`config.mk`:
```
export PLATFORM = sky130hd
export DESIGN_NAME = fetch_unit
export DESIGN_NICKNAME = d
export VERILOG_FILES = /design/src/rtl/fetch_unit.sv
export SDC_FILE = /design/constraint.sdc
export NUM_CORES = 1
export LEC_CHECK = 0
export BUFFER_PORTS_ARGS = -buffer_cell sky130_fd_sc_hd__buf_2
export CAP_MARGIN = 20
export CORE_MARGIN = 2
export CORE_UTILIZATION = 25
export DETAILED_ROUTE_END_ITERATION = 8
export PLACE_DENSITY_LB_ADDON = 0.3
export SLEW_MARGIN = 20
export SYNTH_ARGS = -nofsm -noshare
export SYNTH_HDL_FRONTEND = slang
export SYNTH_SLANG_ARGS = --single-unit
```
`constraint.sdc`:
```
create_clock -name clk -period 5.4 [get_ports clk]
set_input_delay 0.27 -clock clk [delete_from_list [all_inputs] [get_ports clk]]
set_output_delay 0.27 -clock clk [all_outputs]
set_load 0.05 [all_outputs]
```
`src/rtl/fetch_unit.sv`:
```
// fetch_unit: program counter and run/halt sequencer.
// Owns the instruction ROM address. It applies zero-latency absolute branches,
// starts and halts the program on a level handshake, and counts retired
// instructions for the harness.
module fetch_unit #(
  parameter int PC_W       = 10,
  parameter int START_ADDR = 0,
  parameter int CNT_W      = 16
) (
  input  logic              clk,
  input  logic              rst_n,
  input  logic              start,
  input  logic              stall,
  input  logic              branch_en,
  input  logic              taken,
  input  logic [PC_W-1:0]   target,
  input  logic              halt_req,
  output logic [PC_W-1:0]   prog_ctr,
  output logic              running,
  output logic              done,
  output logic [CNT_W-1:0]  inst_cnt
);

  localparam logic [1:0] IDLE = 2'd0;
  localparam logic [1:0] RUN  = 2'd1;
  localparam logic [1:0] DONE = 2'd2;

  localparam logic [PC_W-1:0]  PC_START = PC_W'(START_ADDR);
  localparam logic [PC_W-1:0]  PC_ONE   = PC_W'(1);
  localparam logic [CNT_W-1:0] CNT_ONE  = CNT_W'(1);
  localparam logic [CNT_W-1:0] CNT_MAX  = {CNT_W{1'b1}};

  logic [1:0]       state_reg, state_next;
  logic [PC_W-1:0]  prog_ctr_reg, prog_ctr_next;
  logic [CNT_W-1:0] inst_cnt_reg, inst_cnt_next;
  logic [PC_W-1:0]  pc_inc;
  logic [CNT_W-1:0] cnt_inc;

  // Sequential PC wraps naturally at the address width. The retired count
  // sticks at all-ones so a long run never reports a small value.
  always_comb begin
    pc_inc  = prog_ctr_reg + PC_ONE;
    cnt_inc = (inst_cnt_reg == CNT_MAX) ? inst_cnt_reg : (inst_cnt_reg + CNT_ONE);
  end

  // Next-state logic. In RUN the priority is stall, then halt, then taken
  // branch, then increment.
  always_comb begin
    state_next    = state_reg;
    prog_ctr_next = prog_ctr_reg;
    inst_cnt_next = inst_cnt_reg;
    case (state_reg)
      IDLE, DONE: begin
        if (start) begin
          state_next    = RUN;
          prog_ctr_next = PC_START;
          inst_cnt_next = '0;
        end
      end
      RUN: begin
        if (stall) begin
          // Hold everything. Decoder outputs belong to an instruction that
          // has not finished yet.
          state_next = RUN;
        end else if (halt_req) begin
          // The halt instruction retires, and the PC stays on it.
          state_next    = DONE;
          inst_cnt_next = cnt_inc;
        end else if (branch_en && taken) begin
          prog_ctr_next = target;
          inst_cnt_next = cnt_inc;
        end else begin
          prog_ctr_next = pc_inc;
          inst_cnt_next = cnt_inc;
        end
      end
      default: begin
        state_next    = IDLE;
        prog_ctr_next = PC_START;
        inst_cnt_next = '0;
      end
    endcase
  end

  // State, PC and counter registers. Reset drops any cycle in flight at once.
  always_ff @(posedge clk or negedge rst_n) begin
    if (!rst_n) begin
      state_reg    <= IDLE;
      prog_ctr_reg <= PC_START;
      inst_cnt_reg <= '0;
    end else begin
      state_reg    <= state_next;
      prog_ctr_reg <= prog_ctr_next;
      inst_cnt_reg <= inst_cnt_next;
    end
  end

  // Status flags are decoded from the state register only. They are
  // glitch-free and never depend on the inputs.
  always_comb begin
    running = (state_reg == RUN);
    done    = (state_reg == DONE);
  end

  assign prog_ctr = prog_ctr_reg;
  assign inst_cnt = inst_cnt_reg;

endmodule

```
=== Word level (Yosys, flattened, before mapping) ===
Cells that the tools add are included.

* Flip-flop bits (word level): 28
* Input bits: 17

* $add $sub $neg: 2
* Reductions and logical operators: 6
* Eq/ne operators: 8
* Multiplexer cells: 13

{| class="wikitable"
|+ Operators with widths
! operator !! number
|-
| two-way mux 16 bit || 3
|-
| two-way mux 10 bit || 4
|-
| case mux 16 bit (2 select lines) || 1
|-
| case mux 10 bit (2 select lines) || 1
|-
| adder 16 x 1 -> 16 bit, second input constant || 1
|-
| == test 16 bit, second input constant || 1
|-
| adder 10 x 1 -> 10 bit, second input constant || 1
|-
| inequality test 2 bit, second input constant || 4
|-
| two-way mux 2 bit || 3
|-
| AND reduction 3 bit || 2
|-
| case mux 2 bit (2 select lines) || 1
|-
| inequality test 3 bit, second input constant || 1
|-
| == test 2 x 1 -> 1 bit, second input constant || 1
|-
| == test 2 bit, second input constant || 1
|-
| logical NOT 2 bit || 1
|-
| AND reduction 2 bit || 1
|-
| OR reduction 2 bit || 1
|-
| logical AND 1 bit || 1
|}

=== Depth between registers and ports, before layout ===
Gate-level depths: netlist of the first run.

* Depth in word-level cells: 5
* Mapped depth: 7
* Gate-level depth less buffers: 6

=== Worst setup path before layout of the first run ===
Ideal clock, no wire load.

* Path type: reg-to-reg
* Start: reg inst_cnt_reg[0], in the netlist inst_cnt[0]
* End: reg inst_cnt_reg[12], in the netlist inst_cnt[12]
* Path slack: 3.297 ns
* Data arrival time: 2.031 ns
* Library setup time: 0.072 ns
* Period minus slack after synthesis: 2.103 ns
* Stages on the path, launching flop included: 7
* Cells stage by stage: dfrtp_1 > ha_1 > nand4_1 > nor3_1 > nand2_1 > or4_1 > nand3_1

* Cells in the longest elaborated chain, start to end: 4

{| class="wikitable"
|+ Ends and longest elaborated chain
! what !! RTL line !! RTL
|-
| start: declaration || 35 || <nowiki>logic [CNT_W-1:0] inst_cnt_reg, inst_cnt_next;</nowiki>
|-
| start signal: assignment || 94 || <nowiki>inst_cnt_reg <= inst_cnt_next;</nowiki>
|-
| adder 16 x 1 -> 16 bit || 43 || <nowiki>cnt_inc = (inst_cnt_reg == CNT_MAX) ? inst_cnt_reg : (inst_cnt_reg + CNT_ONE);</nowiki>
|-
| two-way mux 16 bit || 43 ||
|-
| two-way mux 16 bit || 61 || <nowiki>if (stall) begin</nowiki>
|-
| case mux 16 bit (2 select lines) || 52 || <nowiki>case (state_reg)</nowiki>
|}

Several ways; a longest one is shown, not always the timed one. The select of a mux whose other input is x is not followed.
A chain may end at the register's enable or synchronous reset.

=== Final worst setup path of the first run ===
* Start: reg state_reg[0]
* End: out running

* Cells in the longest elaborated chain, start to end: 1

{| class="wikitable"
|+ Ends and longest elaborated chain
! what !! RTL line !! RTL
|-
| start: declaration || 33 || <nowiki>logic [1:0] state_reg, state_next;</nowiki>
|-
| start signal: assignment || 92 || <nowiki>state_reg <= state_next;</nowiki>
|-
| == test 2 x 1 -> 1 bit || 101 || <nowiki>running = (state_reg == RUN);</nowiki>
|-
| end: declaration || 19 || <nowiki>output logic running,</nowiki>
|}

Every way passes these cells.

==> flow_summary.json, run 1 <==
{
  "n_fill_cell": 749,
  "crit_path_cell_trace": "nand2b_1 -> clkinv_1 -> buf_2",
  "finalSetupViolCount": 0,
  "cp.required_ns": 5.13,
  "diodes": 0,
  "synth_area_sq_mm": 0.00170,
  "clockBufferDepth": 2,
  "cts_tree": "done",
  "die_area_sq_mm": 0.00747,
  "holdCritPathClass": "in -> async",
  "drt_iter0_drc": 81,
  "hpwlAfterDp_um": 3210,
  "grt_first_pass_wirelength_um": 7220,
  "synthXorXnorAreaFrac_pct": 0,
  "netlist_top_cells_count": "dfrtp_1 (28), o21ai_0 (25), nand2_1 (19)",
  "period_minus_slack_ns": 2.51,
  "core_area_sq_mm": 0.00668,
  "crit_fanout": 19,
  "antenna_found_initial": 0,
  "clock_latency_ns": 0.27,
  "vias": 1679,
  "tightestPinTransition_ns": 0.707,
  "slowest_stage": "clkinv_1",
  "synth_edf_count": 0,
  "arrival_ns": 2.24,
  "syn_nets": 220,
  "viasPerCell": 5.28,
  "rsz0062_at_grt": "false",
  "irDropWorstVdd_mv": 0.206,
  "cts-resized-gates": 0,
  "static-leakage-power_nw": 0.945,
  "numCtsBuffers": 3,
  "ioPinCount": 45,
  "slew_viol_final": 0,
  "postCtsSetupBuffers": 0,
  "yosysSeqAreaShare_pct": 41.2,
  "yosysTopAreaCellShare_pct": 41.2,
  "cp-end-kind": "primary output",
  "crit_buf_inv": 2,
  "cap_viol_max_count": 0,
  "start_kind": "register",
  "synth_fa_ha_area_share_pct": 1.47,
  "slowest_delay_ns": 0.64,
  "area_growth_pct": 18.7,
  "path_clk_slew_ns": 0.10,
  "hold_violations": 0,
  "rows": 30,
  "avgSynthCellArea_sq_um": 8.45,
  "grt.total_usage_pct": 11.9,
  "hold_buffers": 0,
  "die_w_um": 86.4,
  "fin_setup_tns_ns": 0,
  "fin_worst_skew_ns": 0.00676,
  "yosys.area.top_type": "dfrtp_1",
  "synth_ff_type": "dfrtp_1",
  "drc": 0,
  "drtAntennaViolNets": 0,
  "power.total_w": 0.000679,
  "grt.overflow.total": 0,
  "multi_input_area_sq_um": 930,
  "drt-pass1-iter-count": 4,
  "die_h_um": 86.4,
  "status": "finished clean",
  "async_flop_share_pct": 100,
  "grt_pass1_vias": 1476,
  "yosys_warnings": 0,
  "finalWeightedCongestion": 0.807,
  "ys_ff_latch": 28,
  "synth-simple-area-share_pct": 25.1,
  "crit_type": "reg -> out",
  "synthTopCellsByArea": "dfrtp_1 (41%), o21ai_0 (7.4%), a21oi_1 (4.4%)",
  "grt_max_degree": 29,
  "fmax_mhz": 398,
  "synth.area.mux_share_pct": 1.18,
  "regArea_sq_um": 701,
  "avgRoutedWirePerCell_um": 13.8,
  "largest_register_ffs": 16,
  "cts-root-buf": "clkbuf_8",
  "synth_compound_area_share_pct": 27.0,
  "drive_above_1_share_pct": 21.8,
  "drt_wl_total_um": 4370,
  "finalCritPeriodShare_pct": 46.5,
  "synth_cell_types": 50,
  "cp_top_family": "buffers and inverters",
  "syn_inst": 201,
  "synth_top_family_by_area": "compound AO/OA/AOI/OAI gates",
  "cts_max_level": 1,
  "yosys.cell_count.top_type": "dfrtp_1",
  "fin_util_pct": 30.2,
  "cts_sinks": 28,
  "nets": 258,
  "max-slew-margin-rel_pct": 52.7,
  "port_buffers": 44,
  "power.density_mw_per_mm2": 337,
  "initial_utilization_pct": 25.4
}
-- where the power goes --
part,internal (W),switching (W),total (W)
registers,0.000233,0.0000328,0.000266
logic,0.0000696,0.000213,0.000282
clock network,0.0000653,0.0000652,0.000131
-- worst paths after layout --
kind | from | end | slack (ns) | cells past startpoint
max in group asynchronous | rst_n | inst_cnt[12] | 4.98 | 1
hold / removal | rst_n | prog_ctr[9] | 0.009 | 1
hold reg to reg | inst_cnt[7] | inst_cnt[7] | 0.54 | 1
setup reg to reg | inst_cnt[0] | inst_cnt[2] | 3.14 | 6
min in group clk | start | state_reg[0] | 0.29 | 3
setup / recovery | state_reg[0] | running | 2.89 | 3
-- area by class of cell --
class	instances	area share [%]
clock buffer	4	2.73
tap	80	4.96
sequential	28	34.7
inverter	3	0.558
multi-input combinational	159	46.1
timing repair buffer	44	10.9
-- logic make-up (layout without fill, tap and decap cells) --
group                    Yosys count  after routing
adder cells (fa/ha/maj)            2              2
flip-flops                        28             28
AO/OA/AOI/OAI                     73             73
multiplexers                       2              2
buffers and inverters             14             51
AND/OR/NAND/NOR                   82             82
-- per-layer routing --
| metal | global-route usage (%) | up-vias | routed length (um) |
|---|---|---|---|
| li1 | - | 834 | - |
| met1 | 17.1 | 790 | 2210 |
| met2 | 18.1 | 53 | 1900 |
| met3 | 3.14 | 2 | 248 |
| met4 | 2.41 | 0 | 22 |
| met5 | 0 | - | 0 |
-- cell usage in the layout (no fill, tap or decap), types with 2 or more instances in the layout --
master and instances:
dfrtp_1 28, clkbuf_8 4, and2_1 2, o22ai_1 2, nand2_1 19, buf_2 44, o211ai_1 3, nor4_1 2
nor3_1 7, a31oi_1 7, mux2i_1 2, nand4_1 4, o21ai_0 25, nand2b_1 2, nor2_1 16, inv_1 2
a21oi_1 15, a41o_1 3, o31ai_1 2, and3_1 6, a22oi_1 3, nor2b_1 3, nand3_1 11, a22o_1 2
ha_1 2
-- per-stage QoR --
step	std cells	hold slack, ns	area, sq um	setup WS (ns)
3_3_place_gp	314	0.343	1960	3.19
4_1_cts	318	0.0358	2020	2.88
2_1_floorplan	201	-0.0256	1700	3.30
6_report	318	0.00910	2020	2.89
5_1_grt	318	0.0502	2020	2.75
3_5_place_dp	314	0.345	1960	3.16
No activity file was read; power rests on OpenSTA's default activity.
==> run 2: changes to the inputs <==
clock period = 2.5 ns   (was 5.4 ns; I/O delays follow)
==> flow_summary.json, run 2 (synthesis results as in run 1) <==
{
  "nets": 261,
  "fin_setup_tns_ns": 0,
  "rows": 30,
  "irDropWorstVdd_mv": 0.565,
  "antenna_found_initial": 0,
  "whs_ns": 0.126,
  "hold_violations": 0,
  "drt-pass1-iter-count": 5,
  "rsz0062_at_grt": "false",
  "r2r_slack_ns": 0.36,
  "grt_first_pass_wirelength_um": 7530,
  "cts_tree": "done",
  "arrival_ns": 2.32,
  "r2r_end": "inst_cnt[1]",
  "port_buffers": 44,
  "crit_type": "reg -> reg",
  "static-leakage-power_nw": 0.965,
  "drc": 0,
  "drt_wl_total_um": 4530,
  "startpoint": "inst_cnt[0]",
  "cts_max_level": 1,
  "layout_common_cells": "buf_2 (44), dfrtp_1 (28), o21ai_0 (25), nand2_1 (19), nor2_1 (16)",
  "hpwlAfterDp_um": 3200,
  "slew_viol_final": 0,
  "largest_register_ffs": 16,
  "diodes": 0,
  "grt_max_degree": 29,
  "drtAntennaViolNets": 0,
  "cp-end-kind": "register",
  "holdCritPathClass": "in -> reg",
  "viasPerCell": 5.34,
  "die_h_um": 86.4,
  "clockBufferDepth": 2,
  "tightestPinTransition_ns": 0.742,
  "fin_worst_skew_ns": 0.00315,
  "finalCritPeriodShare_pct": 85.7,
  "vias": 1714,
  "start_kind": "register",
  "grt.total_usage_pct": 12.4,
  "period_minus_slack_ns": 2.14,
  "cap_viol_max_count": 0,
  "clock_latency_ns": 0.28,
  "finalWeightedCongestion": 0.797,
  "r2r_start": "inst_cnt[0]",
  "cts_sinks": 28,
  "grt.overflow.total": 0,
  "r2r_cells": 7,
  "initial_utilization_pct": 25.4,
  "path_clk_slew_ns": 0.10,
  "hold_buffers": 1,
  "power.density_mw_per_mm2": 765,
  "cts-root-buf": "clkbuf_8",
  "status": "finished clean",
  "cp.required_ns": 2.68,
  "die_area_sq_mm": 0.00747,
  "drive_above_1_share_pct": 22.4,
  "crit_fanout": 6,
  "layout_commonest_cell": "buf_2",
  "ioPinCount": 45,
  "area_growth_pct": 21.1,
  "crit_end": "inst_cnt[1]",
  "max-slew-margin-rel_pct": 50.3,
  "finalSetupViolCount": 0,
  "cts-resized-gates": 0,
  "core_area_sq_mm": 0.00668,
  "fmax_mhz": 467,
  "numCtsBuffers": 3,
  "drt_iter0_drc": 88,
  "grt_pass1_vias": 1520,
  "die_w_um": 86.4,
  "postCtsSetupBuffers": 0,
  "avgRoutedWirePerCell_um": 14.1
}
[run 2: stage by stage]
stage | setup WS, ns | power, W | area, sq um | util, % | std cells
after floorplan | 0.397 | 0.00105 | 1700 | - | 201
after global placement | 0.436 | 0.00121 | 1980 | 29.6 | 316
after detailed placement | 0.397 | 0.00121 | 1980 | 29.6 | 316
after CTS | 0.378 | 0.00159 | 2060 | 30.8 | 321
after global routing | 0.243 | 0.00168 | 2060 | 30.8 | 321
final | 0.359 | 0.00157 | 2060 | 30.8 | 321
[run 2: report_power, final]
part | switching (W) | internal, W
combinational | 0.000466 | 0.000164
sequential | 0.0000730 | 0.000504
clock | 0.000153 | 0.000215
total | 0.000692 | 0.000883
[run 2: layout make-up]
cell class | count | area, sq um
repair buffers | 47 | 245
inverters | 3 | 11.3
clock buffers | 3 | 41.3
clock inverters | 1 | 30.0
well taps | 80 | 100
fillers | 710 | 4620
flip-flops and latches | 28 | 701
multi-input cells | 159 | 930
[run 2: worst min-delay path by stage]
stage                               to  cells after the start  start  slack, ns
after floorplan            inst_cnt[0]                      0  rst_n      -0.17
after global placement     prog_ctr[9]                      1  rst_n       0.20
after detailed placement   prog_ctr[9]                      1  rst_n       0.20
after CTS                 state_reg[0]                      3  start       0.11
after global routing      state_reg[0]                      3  start       0.13
final                     state_reg[0]                      3  start       0.13
[run 2: worst max-delay path, cell delays in order (launching register included)]
cell and delay (ns):
dfrtp_1 0.44, ha_1 0.27, and4_1 0.20, and3_1 0.23
a21oi_1 0.38, buf_4 0.22, o21ai_0 0.07, a32o_1 0.22
[run 2: per-layer routing]
metal	wire [um]	vias to the layer above	part of all wire (%)	GRT usage, %
met5	0	-	0	0
met3	295	2	6.5	2.76
met4	9	0	0.20	1.14
met1	2270	807	50	18.9
li1	-	840	-	-
met2	1950	65	43	18.5
==> run 3: changes to the inputs <==
CORE_ASPECT_RATIO = 0.9   (was default)
==> flow_summary.json, run 3 (synthesis results as in run 1) <==
{
  "status": "finished clean",
  "drtAntennaViolNets": 0,
  "startpoint": "state_reg[0]",
  "diodes": 0,
  "dr_wl_met2_um": 1940,
  "cts_sinks": 28,
  "start_kind": "register",
  "drive_above_1_share_pct": 22.4,
  "hold_violations": 0,
  "cp.required_ns": 2.38,
  "hold_buffers": 1,
  "drt_wl_total_um": 4520,
  "port_buffers": 44,
  "irDropWorstVdd_mv": 0.369,
  "min-delay-start": "start",
  "fmax_mhz": 484,
  "finalWeightedCongestion": 0.786,
  "vias": 1676,
  "layout_commonest_cell": "buf_2",
  "power.density_mw_per_mm2": 760,
  "initial_utilization_pct": 25.8,
  "r2r_start": "inst_cnt[0]",
  "finalCritPeriodShare_pct": 82.6,
  "largest_register_ffs": 16,
  "crit_type": "reg -> out",
  "r2r_cells": 6,
  "clock_latency_ns": 0.28,
  "grt_pass1_vias": 1535,
  "viasPerCell": 5.06,
  "holdPathEnd": "state_reg[0]",
  "highest_layer": "met4",
  "tightestPinTransition_ns": 0.682,
  "grt.total_usage_pct": 12.4,
  "r2r_end": "inst_cnt[12]",
  "layout_common_cells": "buf_2 (44), dfrtp_1 (28), o21ai_0 (25), nand2_1 (19), nor2_1 (16)",
  "rsz0062_at_grt": "false",
  "cts_max_level": 1,
  "drc": 0,
  "ioPinCount": 45,
  "met1_length_um": 2280,
  "arrival_ns": 1.94,
  "max-slew-margin-rel_pct": 54.3,
  "core_area_sq_mm": 0.00659,
  "crit_fanout": 19,
  "grt_first_pass_wirelength_um": 7590,
  "die_h_um": 82.2,
  "drt_iter0_drc": 50,
  "antenna_found_initial": 0,
  "grt_max_degree": 29,
  "cts_tree": "done",
  "area_growth_pct": 21.9,
  "r2r_slack_ns": 0.52,
  "cap_viol_max_count": 0,
  "finalSetupViolCount": 0,
  "holdCritPathClass": "in -> reg",
  "fin_setup_tns_ns": 0,
  "slew_viol_final": 0,
  "fin_util_pct": 31.4,
  "clockBufferDepth": 2,
  "min_path_cells": 3,
  "die_w_um": 90.9,
  "grt.overflow.total": 0,
  "static-leakage-power_nw": 0.965,
  "cts-root-buf": "clkbuf_8",
  "period_minus_slack_ns": 2.07,
  "rows": 28,
  "cp-end-kind": "primary output",
  "fin_worst_skew_ns": 0.00404,
  "path_clk_slew_ns": 0.10,
  "crit_path_cell_trace": "nand2b_1 -> buf_4 -> clkinv_1 -> buf_2",
  "wl_met3_um": 291,
  "drt-pass1-iter-count": 6,
  "die_area_sq_mm": 0.00747,
  "numCtsBuffers": 3,
  "postCtsSetupBuffers": 0,
  "nets": 261,
  "avgRoutedWirePerCell_um": 13.7,
  "hpwlAfterDp_um": 3200,
  "slowest_delay_ns": 0.47,
  "cts-resized-gates": 0,
  "slowest_stage": "clkinv_1"
}
run 3: worst max path at each step:
| stage | to | slack, ns | depth (start not counted) |
|---|---|---|---|
| 2_1_floorplan | inst_cnt[12] | 0.40 | 6 |
| 3_3_place_gp | inst_cnt[2] | 0.60 | 7 |
| 3_5_place_dp | inst_cnt[12] | 0.54 | 6 |
| 4_1_cts | running | 0.42 | 4 |
| 5_1_grt | running | 0.28 | 4 |
| 6_report | running | 0.43 | 4 |
run 3: power by group:
| group | leakage, nW | switching, W | internal (W) |
|---|---|---|---|
| registers | 0.384 | 0.0000743 | 0.000504 |
| clock network | 0.0357 | 0.000150 | 0.000215 |
| logic | 0.545 | 0.000466 | 0.000165 |
| total | 0.965 | 0.000690 | 0.000884 |
run 3: cell type report:
cell class / count / area, sq um
Tap cell: 90 / 113
Multi-Input combinational cell: 159 / 930
Fill cell: 718 / 4520
Clock buffer: 3 / 41.3
Sequential cell: 28 / 701
Timing Repair Buffer: 47 / 245
Inverter: 3 / 11.3
Clock inverter: 1 / 30.0
run 3: routing by layer:
metal / up-vias / track usage (%)
met5: - / 0
met1: 780 / 17.5
li1: 842 / -
met2: 52 / 19.9
met4: 0 / 1.36
met3: 2 / 3.18
run 3: per-stage QoR:
stage | hold slack [ns] | setup WS, ns | area [sq um] | instances | power, W
2_1_floorplan | -0.171 | 0.397 | 1700 | 201 | 0.00105
6_report | 0.121 | 0.434 | 2070 | 331 | 0.00157
3_3_place_gp | 0.192 | 0.597 | 1990 | 326 | 0.00121
3_5_place_dp | 0.197 | 0.545 | 1990 | 326 | 0.00121
5_1_grt | 0.153 | 0.279 | 2070 | 331 | 0.00167
4_1_cts | 0.115 | 0.419 | 2070 | 331 | 0.00159
run 3: worst max-delay path: cells and delay by family, from the launching register on:
family	cells	cell delay, ns
buffers and inverters	3	1.10
DFF	1	0.44
and+or+nand+nor	1	0.12
